--- src/rtl/uart_tx_pkg.sv ---
// Shared UART transmitter types and frame constants.
// Optional parity bit is enabled with macro UART_TX_PARITY_EN.
package uart_tx_pkg;

  localparam int         DATA_BITS = 8;
  localparam logic [2:0] LAST_IDX  = 3'(DATA_BITS - 1);
  localparam logic       LINE_IDLE = 1'b1;
  localparam logic       START_BIT = 1'b0;

  typedef enum logic [2:0] {
    ST_IDLE,
    ST_START,
    ST_DATA,
`ifdef UART_TX_PARITY_EN
    ST_PARITY,
`endif
    ST_STOP
  } tx_state_e;

endpackage

--- src/rtl/uart_tx_baud_cntr.sv ---
// 16-bit bit-period down counter for the UART transmitter.
// Ports: CLOCK, reset (sync, high), en (frame active), load, expire (last cycle of a bit).
module uart_tx_baud_cntr #(
  parameter int CLKS_PER_BIT = 868
) (
  input  logic CLOCK,
  input  logic reset,
  input  logic en,
  input  logic load,
  output logic expire
);

  localparam logic [15:0] RELOAD = 16'(CLKS_PER_BIT - 1);

  logic [15:0] cnt;

  always_ff @(posedge CLOCK) begin
    if (reset) begin
      cnt <= '0;
    end else if (load) begin
      cnt <= RELOAD;
    end else if (cnt != '0) begin
      cnt <= cnt - 16'd1;
    end
  end

  // A bit spans the counts RELOAD..0, i.e. exactly CLKS_PER_BIT cycles.
  assign expire = en && (cnt == '0);

endmodule

--- src/rtl/uart_tx_top.sv ---
// UART transmitter: one-byte holding buffer, 8N1 framing, sticky overflow.
// Ports: CLOCK, reset, Wr_en, tx_data_in, clr_ovrflw -> Tx_out, tx_empty, busy, tx_done, overflow.
// Macro UART_TX_PARITY_EN inserts an even-parity bit before the stop bit.
module uart_tx_top
  import uart_tx_pkg::*;
#(
  parameter int CLKS_PER_BIT = 868
) (
  input  logic       CLOCK,
  input  logic       reset,
  input  logic       Wr_en,
  input  logic [7:0] tx_data_in,
  input  logic       clr_ovrflw,
  output logic       Tx_out,
  output logic       tx_empty,
  output logic       busy,
  output logic       tx_done,
  output logic       overflow
);

  tx_state_e  state, state_nxt;
  logic [2:0] bit_idx, bit_idx_nxt, idx_inc;
  logic [7:0] shreg, buf_data;
  logic       buf_full;
  logic       tx_reg, tx_nxt;
  logic       take_buf, bit_end;
  logic       wr_ok, wr_drop;

  uart_tx_baud_cntr #(
    .CLKS_PER_BIT(CLKS_PER_BIT)
  ) u_baud (
    .CLOCK (CLOCK),
    .reset (reset),
    .en    (busy),
    .load  (take_buf | bit_end),
    .expire(bit_end)
  );

  assign idx_inc = bit_idx + 3'd1;

  always_ff @(posedge CLOCK) begin
    if (reset) begin
      state   <= ST_IDLE;
      bit_idx <= '0;
      tx_reg  <= LINE_IDLE;
      shreg   <= '0;
    end else begin
      state   <= state_nxt;
      bit_idx <= bit_idx_nxt;
      tx_reg  <= tx_nxt;
      if (take_buf) shreg <= buf_data;
    end
  end

  // tx_nxt is the line level of the state being entered, so the
  // serial output stays a plain register with no decode glitches.
  always_comb begin
    state_nxt   = state;
    bit_idx_nxt = bit_idx;
    tx_nxt      = tx_reg;
    take_buf    = 1'b0;
    unique case (state)
      ST_IDLE: begin
        if (buf_full) begin
          state_nxt = ST_START;
          take_buf  = 1'b1;
          tx_nxt    = START_BIT;
        end
      end
      ST_START: begin
        if (bit_end) begin
          state_nxt   = ST_DATA;
          bit_idx_nxt = '0;
          tx_nxt      = shreg[0];
        end
      end
      ST_DATA: begin
        if (bit_end) begin
          if (bit_idx == LAST_IDX) begin
`ifdef UART_TX_PARITY_EN
            state_nxt = ST_PARITY;
            tx_nxt    = ^shreg;
`else
            state_nxt = ST_STOP;
            tx_nxt    = LINE_IDLE;
`endif
          end else begin
            bit_idx_nxt = idx_inc;
            tx_nxt      = shreg[idx_inc];
          end
        end
      end
`ifdef UART_TX_PARITY_EN
      ST_PARITY: begin
        if (bit_end) begin
          state_nxt = ST_STOP;
          tx_nxt    = LINE_IDLE;
        end
      end
`endif
      ST_STOP: begin
        if (bit_end) begin
          if (buf_full) begin
            state_nxt = ST_START;
            take_buf  = 1'b1;
            tx_nxt    = START_BIT;
          end else begin
            state_nxt = ST_IDLE;
            tx_nxt    = LINE_IDLE;
          end
        end
      end
      default: begin
        state_nxt = ST_IDLE;
        tx_nxt    = LINE_IDLE;
      end
    endcase
  end

  // A write landing on the transfer edge refills the slot being vacated.
  assign wr_ok   = Wr_en && (!buf_full || take_buf);
  assign wr_drop = Wr_en && buf_full && !take_buf;

  always_ff @(posedge CLOCK) begin
    if (reset) begin
      buf_full <= 1'b0;
      buf_data <= '0;
      overflow <= 1'b0;
    end else begin
      if (wr_ok) begin
        buf_data <= tx_data_in;
        buf_full <= 1'b1;
      end else if (take_buf) begin
        buf_full <= 1'b0;
      end
      if (wr_drop) begin
        overflow <= 1'b1;
      end else if (clr_ovrflw) begin
        overflow <= 1'b0;
      end
    end
  end

  assign Tx_out   = tx_reg;
  assign tx_empty = ~buf_full;
  assign busy     = (state != ST_IDLE);
  assign tx_done  = (state == ST_STOP) && bit_end;

endmodule

--- config.mk ---
export PLATFORM = sky130hd
export DESIGN_NAME = uart_tx_top
export DESIGN_NICKNAME = d
export VERILOG_FILES = /design/src/rtl/uart_tx_pkg.sv /design/src/rtl/uart_tx_baud_cntr.sv /design/src/rtl/uart_tx_top.sv
export SDC_FILE = /design/constraint.sdc
export NUM_CORES = 1
export LEC_CHECK = 0
export ABC_AREA = 1
export CORE_MARGIN = 2
export CORE_UTILIZATION = 32
export DETAILED_ROUTE_END_ITERATION = 6
export DONT_BUFFER_PORTS = 1
export REMOVE_ABC_BUFFERS = 1
export SLEW_MARGIN = 25
export SYNTH_ARGS = -nofsm -noshare
export SYNTH_HDL_FRONTEND = slang
export SYNTH_HIERARCHICAL = 1
export SYNTH_SLANG_ARGS = --single-unit
--- constraint.sdc ---
create_clock -name CLOCK -period 2.95 [get_ports CLOCK]
set_clock_uncertainty 0.05 [all_clocks]
set_input_delay 0.59 -clock CLOCK [delete_from_list [all_inputs] [get_ports CLOCK]]
set_output_delay 0.59 -clock CLOCK [all_outputs]
set_load 0.01 [all_outputs]
Word level (Yosys, flattened, before mapping)
Index checks and enable logic that the tools add are counted.
{ "totals": {"word_cells": 73, "ff_bits": 41, "out_inout_bits": 5} }
{ "op_classes": {"n_addsub": 2, "n_lt_le_gt_ge": 1, "bitwise": 2, "n_eq_ne": 10, "muxes": 29, "reduce_logical": 20} }
{ "op_table": {"columns": ["operator", "n"], "rows": [
  ["$mux 3", 8],
  ["$mux 10", 2],
  ["$logic_not 16->1", 1],
  ["$reduce_bool 16->1", 1],
  ["$sub 16x1->16 const B", 1],
  ["$mux 1", 14],
  ["$ne 2x2->1 const B", 6],
  ["$pmux 3 s4", 1],
  ["$reduce_and 4->1", 2],
  ["$reduce_bool 2->1", 4],
  ["$eq 3x2->1 const B", 2],
  ["$pmux 3 s2", 1],
  ["$logic_and 1x1->1", 5],
  ["$reduce_and 5->1", 1],
  ["$lt 3x4->1 const B", 1],
  ["$pmux 1 s4", 1],
  ["$add 3x1->3 const B", 1],
  ["$bmux 1 s3", 1],
  ["$eq 3x1->1 const B", 1],
  ["$eq 3x3->1 const B", 1],
  ["$logic_not 3->1", 1],
  ["$reduce_bool 3->1", 1],
  ["$logic_not 1->1", 2],
  ["$pmux 1 s2", 1],
  ["other kinds (4)", 4]
]} }

Longest topological paths before layout
{ "logic_depth": {"depth_word": 7, "depth_mapped": 15, "depth_no_buf": 14} }

Hierarchy
The synthesis kept the hierarchy.
{ "by_module_without_submodules": {"columns": ["module", "instances", "cells_each", "area_each_um2", "seq_area_each_um2"], "rows": [
  ["uart_tx_top", 1, 155, 1139.8, 480.5],
  ["uart_tx_baud_cntr", 1, 154, 1037.2, 320.3]
]} }

Worst setup path before layout
Ideal clock, no wire load.
{ "synth_timing": {"path_kind": "register to register", "start": "register u_baud.cnt[0]", "end": "register u_baud.cnt[2]", "n_path_buf": 1, "setup_ns": 0.080, "t_arrival_ns": 1.938, "path_stages_with_launch": 15, "slack_ns": 0.882, "path_cell_list": "dfxtp_1 > inv_1 > ha_1 > nand2_1 > nor2_4 > nand2_4 > nor2_1 > nand2_1 > inv_2 > o21ai_4 > buf_4 > nand2_1 > nor2_1 > inv_1 > nor3b_1"} }
{ "synth_via": {"elab_chain_cells": 6, "word_cells_on_any_way": 8} }
{ "synth_rtl": {"columns": ["element", "line", "source"], "rows": [
  ["start, declared", "uart_tx_baud_cntr.sv:15", "logic [15:0] cnt;"],
  ["start signal, assigned", "uart_tx_baud_cntr.sv:23", "cnt <= cnt - 16'd1;"],
  ["$logic_not 16->1 *", "uart_tx_baud_cntr.sv:28", "assign expire = en && (cnt == '0);"],
  ["$logic_and 1x1->1 *", "uart_tx_baud_cntr.sv:28", null],
  ["via bit_end", "uart_tx_top.sv:26", "logic take_buf, bit_end;"],
  ["$mux 1", "uart_tx_top.sv:102", "if (bit_end) begin"],
  ["$pmux 1 s2", "uart_tx_top.sv:62", "unique case (state)"],
  ["$or 1x1->1 *", "uart_tx_top.sv:35", ".load (take_buf | bit_end),"],
  ["$reduce_or 2->1 (no source line) *", null, null]
]} }
Mark *: on every way through the listed nets, which the timed path passes. The rest lies on a longest branch.
A chain may end at the register's enable or synchronous reset.

Worst setup path after layout
{ "layout_timing": {"start": "register u_baud.cnt[1]", "end": "register u_baud.cnt[2]"} }
Same word-level chain as after synthesis.

==> impl_metrics.xml <==
<?xml version="1.0" encoding="UTF-8"?>
<metrics>
  <group name="sta">
    <metric name="final-setup-viol-count" unit="">0</metric>
    <metric name="timing.final.crit_period" unit="ns">2.354</metric>
    <metric name="max_slew.worst_pin.slew" unit="ns">0.4672</metric>
    <metric name="max_slew_margin" unit="%">68.74</metric>
    <metric name="finalMaxSlewViolations" unit="">0</metric>
    <metric name="maxClockFrequency" unit="MHz">424.7</metric>
    <metric name="grt_setup_unrepaired" unit="">false</metric>
    <metric name="holdWs" unit="ns">0.3080</metric>
    <metric name="timing.setup.tns" unit="ns">0</metric>
    <metric name="hold_viol" unit="">0</metric>
    <metric name="final_min_period_over_clock_period" unit="%">79.81</metric>
  </group>
  <group name="logic_synthesis">
    <metric name="synth-warning-count" unit="">6</metric>
    <metric name="yosys_most_used_dff" unit="">dfxtp_1</metric>
    <metric name="syn-mean-instance-area" unit="um^2">7.046</metric>
    <metric name="synth_cell_type_count" unit="">30</metric>
    <metric name="post_synth_instance_area" unit="mm^2">0.002177</metric>
    <metric name="share_of_flip_flops_with_an_asynchronous_set_or_reset" unit="%">0</metric>
    <metric name="yosysSeqAreaShare" unit="%">36.78</metric>
    <metric name="synth.largest_area_cell" unit="">dfxtp_1</metric>
    <metric name="yosysTopAreaCellShare" unit="%">36.78</metric>
    <metric name="syn_inst" unit="">309</metric>
    <metric name="synth_edf_count" unit="">0</metric>
    <metric name="synth-seq-cells" unit="">40</metric>
    <metric name="synth.top_cells.by_area" unit="">dfxtp_1 (37%), nand2_1 (12%), inv_1 (6.6%)</metric>
  </group>
  <group name="worst_setup_path">
    <metric name="worst-path-buf-inv" unit="">3</metric>
    <metric name="critical-path-top-delay-family" unit="">simple AND/OR/NAND/NOR gates</metric>
    <metric name="cp_max_fo" unit="">19</metric>
    <metric name="end_kind" unit="">flip-flop</metric>
    <metric name="cp_cell_sequence" unit="">inv_1 -&gt; ha_1 -&gt; nand2_1 -&gt; nor2_4 -&gt; nand2_4 -&gt; nor2_1 -&gt; nand2_1 -&gt; inv_2 -&gt; o21ai_4 -&gt; nand2_1 -&gt; nor2_1 -&gt; inv_1 -&gt; nor3b_1</metric>
    <metric name="required" unit="ns">3.11</metric>
    <metric name="kind_of_launch_point_of_the_worst_setup_path" unit="">flip-flop</metric>
    <metric name="crit_path_max_incr_delay" unit="ns">0.39</metric>
    <metric name="worstSetupPathType" unit="">flip-flop to flip-flop</metric>
    <metric name="cell_type_with_the_highest_occurrence_count_on_the_critical_path" unit="">nand2_1</metric>
    <metric name="crit_slowest_cell" unit="">o21ai_4</metric>
    <metric name="arrival" unit="ns">2.51</metric>
    <metric name="r2r_setup_slack" unit="ns">0.60</metric>
  </group>
  <group name="detailed_routing">
    <metric name="ant_nets" unit="">0</metric>
    <metric name="drc" unit="">0</metric>
    <metric name="detailroute.via_count" unit="">1831</metric>
    <metric name="wire_per_inst" unit="um">10.53</metric>
    <metric name="drt_first_iter_violations" unit="">55</metric>
    <metric name="vias_per_cell" unit="">4.683</metric>
    <metric name="drt_pass1_iterations" unit="">4</metric>
    <metric name="drt_wl_total" unit="mm">4.117</metric>
  </group>
  <group name="clocking">
    <metric name="cts.repair.resized" unit="">0</metric>
    <metric name="clk_pin_slew_worst_paths" unit="ns">0.08</metric>
    <metric name="post_cts_hold_buffer_count" unit="">0</metric>
    <metric name="cts_tree" unit="">yes</metric>
    <metric name="postCtsSetupRepairBufs" unit="">0</metric>
    <metric name="cts_inserted_buffers" unit="">5</metric>
    <metric name="clock_latency" unit="ns">0.29</metric>
    <metric name="ctsLongestPathBuffers" unit="">2</metric>
    <metric name="cts-htree-levels" unit="">2</metric>
    <metric name="clock_sink_count" unit="">40</metric>
    <metric name="clock-root-buffer" unit="">clkbuf_8</metric>
  </group>
  <group name="layout">
    <metric name="num-nets-final" unit="">331</metric>
    <metric name="fillerInstances" unit="">721</metric>
    <metric name="area_growth" unit="%">6.896</metric>
    <metric name="diodes" unit="">0</metric>
    <metric name="drive_gt1_share" unit="%">12.86</metric>
  </group>
  <group name="global_routing">
    <metric name="grt_util_met2" unit="%">20.70</metric>
    <metric name="grt_start_max_net_pins" unit="">23</metric>
    <metric name="grt-busiest-layer" unit="">met2</metric>
    <metric name="grt_util_all_layers" unit="%">12.26</metric>
    <metric name="grt_remaining_overflow" unit="">0</metric>
    <metric name="antenna_found_initial" unit="">0</metric>
    <metric name="grt_util_met1" unit="%">15.36</metric>
    <metric name="met3_usage" unit="%">3.143</metric>
    <metric name="grt_pass1_wl" unit="mm">7.410</metric>
    <metric name="first_global_vias" unit="">1699</metric>
  </group>
  <group name="die">
    <metric name="io-pin-count" unit="">17</metric>
    <metric name="floorplan.initialDensity" unit="%">32.58</metric>
    <metric name="std_cell_rows" unit="">30</metric>
    <metric name="die_boundary_height" unit="um">86.48</metric>
    <metric name="design.die.area" unit="mm^2">0.007479</metric>
    <metric name="die_width" unit="um">86.48</metric>
    <metric name="core_area" unit="mm^2">0.006681</metric>
  </group>
  <group name="power">
    <metric name="pwr_density_cell" unit="mW/mm^2">1080</metric>
    <metric name="vdd_drop_max" unit="V">0.0003034</metric>
    <metric name="leakage_power_total" unit="uW">0.001026</metric>
  </group>
  <group name="outcome">
    <metric name="result_of_the_run" unit="">finished, final reports clean</metric>
  </group>
  <group name="placed_design">
    <metric name="place.gp.congestion" unit="">0.7769</metric>
    <metric name="dp_hpwl" unit="mm">3.230</metric>
    <metric name="placement.io_buffers" unit="">0</metric>
  </group>
  <group name="worst_hold_path">
    <metric name="hold_path.class" unit="">input pin to flip-flop</metric>
  </group>
  <group name="flow_run">
    <metric name="max-cap-violations" unit="">0</metric>
  </group>
</metrics>
==> worst register-to-register path, cell delays in order, from the launching register on <==
cell,delay (ns)
dfxtp_1,0.38
inv_1,0.08
ha_1,0.19
nand2_1,0.11
nor2_4,0.06
nand2_4,0.09
nor2_1,0.07
nand2_1,0.08
inv_2,0.06
o21ai_4,0.39
nand2_1,0.13
nor2_1,0.20
inv_1,0.18
nor3b_1,0.22
==> layer usage <==
layer	routed length, um	vias up
li1	-	979
met3	138	7
met2	1934	29
met1	1995	816
met5	0	-
met4	49	0
==> final cells by class <==
cell class / instances / area (um^2) / share of cell area [%]
multi-input cells: 223 / 1191 / 51.18
flip-flops and latches: 40 / 800.8 / 34.41
inverters: 41 / 153.9 / 6.613
well taps: 80 / 100.1 / 4.301
clock buffers: 5 / 68.82 / 2.957
clock inverters: 2 / 12.51 / 0.5376
==> flip-flops by register name, summed over array words and instances (netlist names) <==
| register | count |
|---|---|
| Tx_out | 1 |
| bit_idx | 3 |
| buf_data | 8 |
| buf_full | 1 |
| overflow | 1 |
| shreg | 8 |
| state | 2 |
| u_baud/cnt | 16 |
==> kinds of logic after synthesis <==
kind of cell	Yosys count	share of synthesized area (%)
AOI/OAI and AO/OA	47	12.01
xor gates and xnor gates	2	0.8047
adders and majority gates	8	4.598
buffers and inverters	46	8.506
DFF	40	36.78
and+or+nand+nor	166	37.30
==> layout by cell type, fill, tap and decap left out <==
cell	Yosys	routed
nand2_1	69	69
dfxtp_1	40	40
inv_1	38	38
nor2_1	38	38
a21oi_1	28	28
nand3_1	24	24
o21ai_0	13	13
ha_1	8	8
nor2_4	7	7
nor2_2	7	7
clkbuf_8	0	5
nand2_2	5	5
nand2_4	4	4
nand3b_1	4	4
inv_2	3	3
nand3_2	3	3
o211ai_1	2	2
o21ai_2	2	2
o21ai_4	1	1
or2_2	1	1
clkinvlp_4	0	1
clkinv_2	0	1
nand4_1	1	1
nor3_1	1	1
xor2_1	1	1
and2_1	1	1
xnor2_1	1	1
nor3b_1	1	1
o21bai_1	1	1
==> worst paths after layout <==
check | startpoint | endpoint | depth (start not counted)
worst max-delay path | u_baud/cnt[1] | u_baud/cnt[2] | 13
worst min-delay path | reset | buf_data[0] | 1
worst max register to register | u_baud/cnt[1] | u_baud/cnt[2] | 13
worst min register to register | shreg[4] | shreg[4] | 2
==> cells in the mapped netlist, types with 2 or more instances <==
| master | n |
|---|---|
| nand2_4 | 4 |
| ha_1 | 8 |
| o21ai_0 | 13 |
| o211ai_1 | 2 |
| nor2_4 | 7 |
| dfxtp_1 | 40 |
| a21oi_1 | 28 |
| inv_1 | 38 |
| nand3_1 | 24 |
| inv_2 | 3 |
| nand3_2 | 3 |
| nand2_2 | 5 |
| nor2_1 | 38 |
| clkbuf_1 | 2 |
| nand2_1 | 69 |
| o21ai_2 | 2 |
| nor2_2 | 7 |
| nand3b_1 | 4 |
==> per-stage QoR <==
stage	power, uW	cells	setup slack (ns)	util [%]	cell area [um^2]
floorplan	1948	304	0.9142	-	2146
global placement	2174	384	0.6578	33.61	2246
detailed placement	2184	384	0.5777	33.61	2246
CTS	2541	391	0.5462	34.83	2327
global route	2785	391	0.2671	34.83	2327
finish	2513	391	0.5956	34.83	2327
==> power breakdown <==
| group | internal (uW) | switching [uW] | leakage, uW |
|---|---|---|---|
| Combinational | 480 | 860 | 0.000658 |
| Clock | 160 | 185 | 0.0000400 |
| Sequential | 693 | 134 | 0.000328 |
| Total | 1330 | 1180 | 0.00103 |
Note: power is estimated with default switching activity, not from simulation.
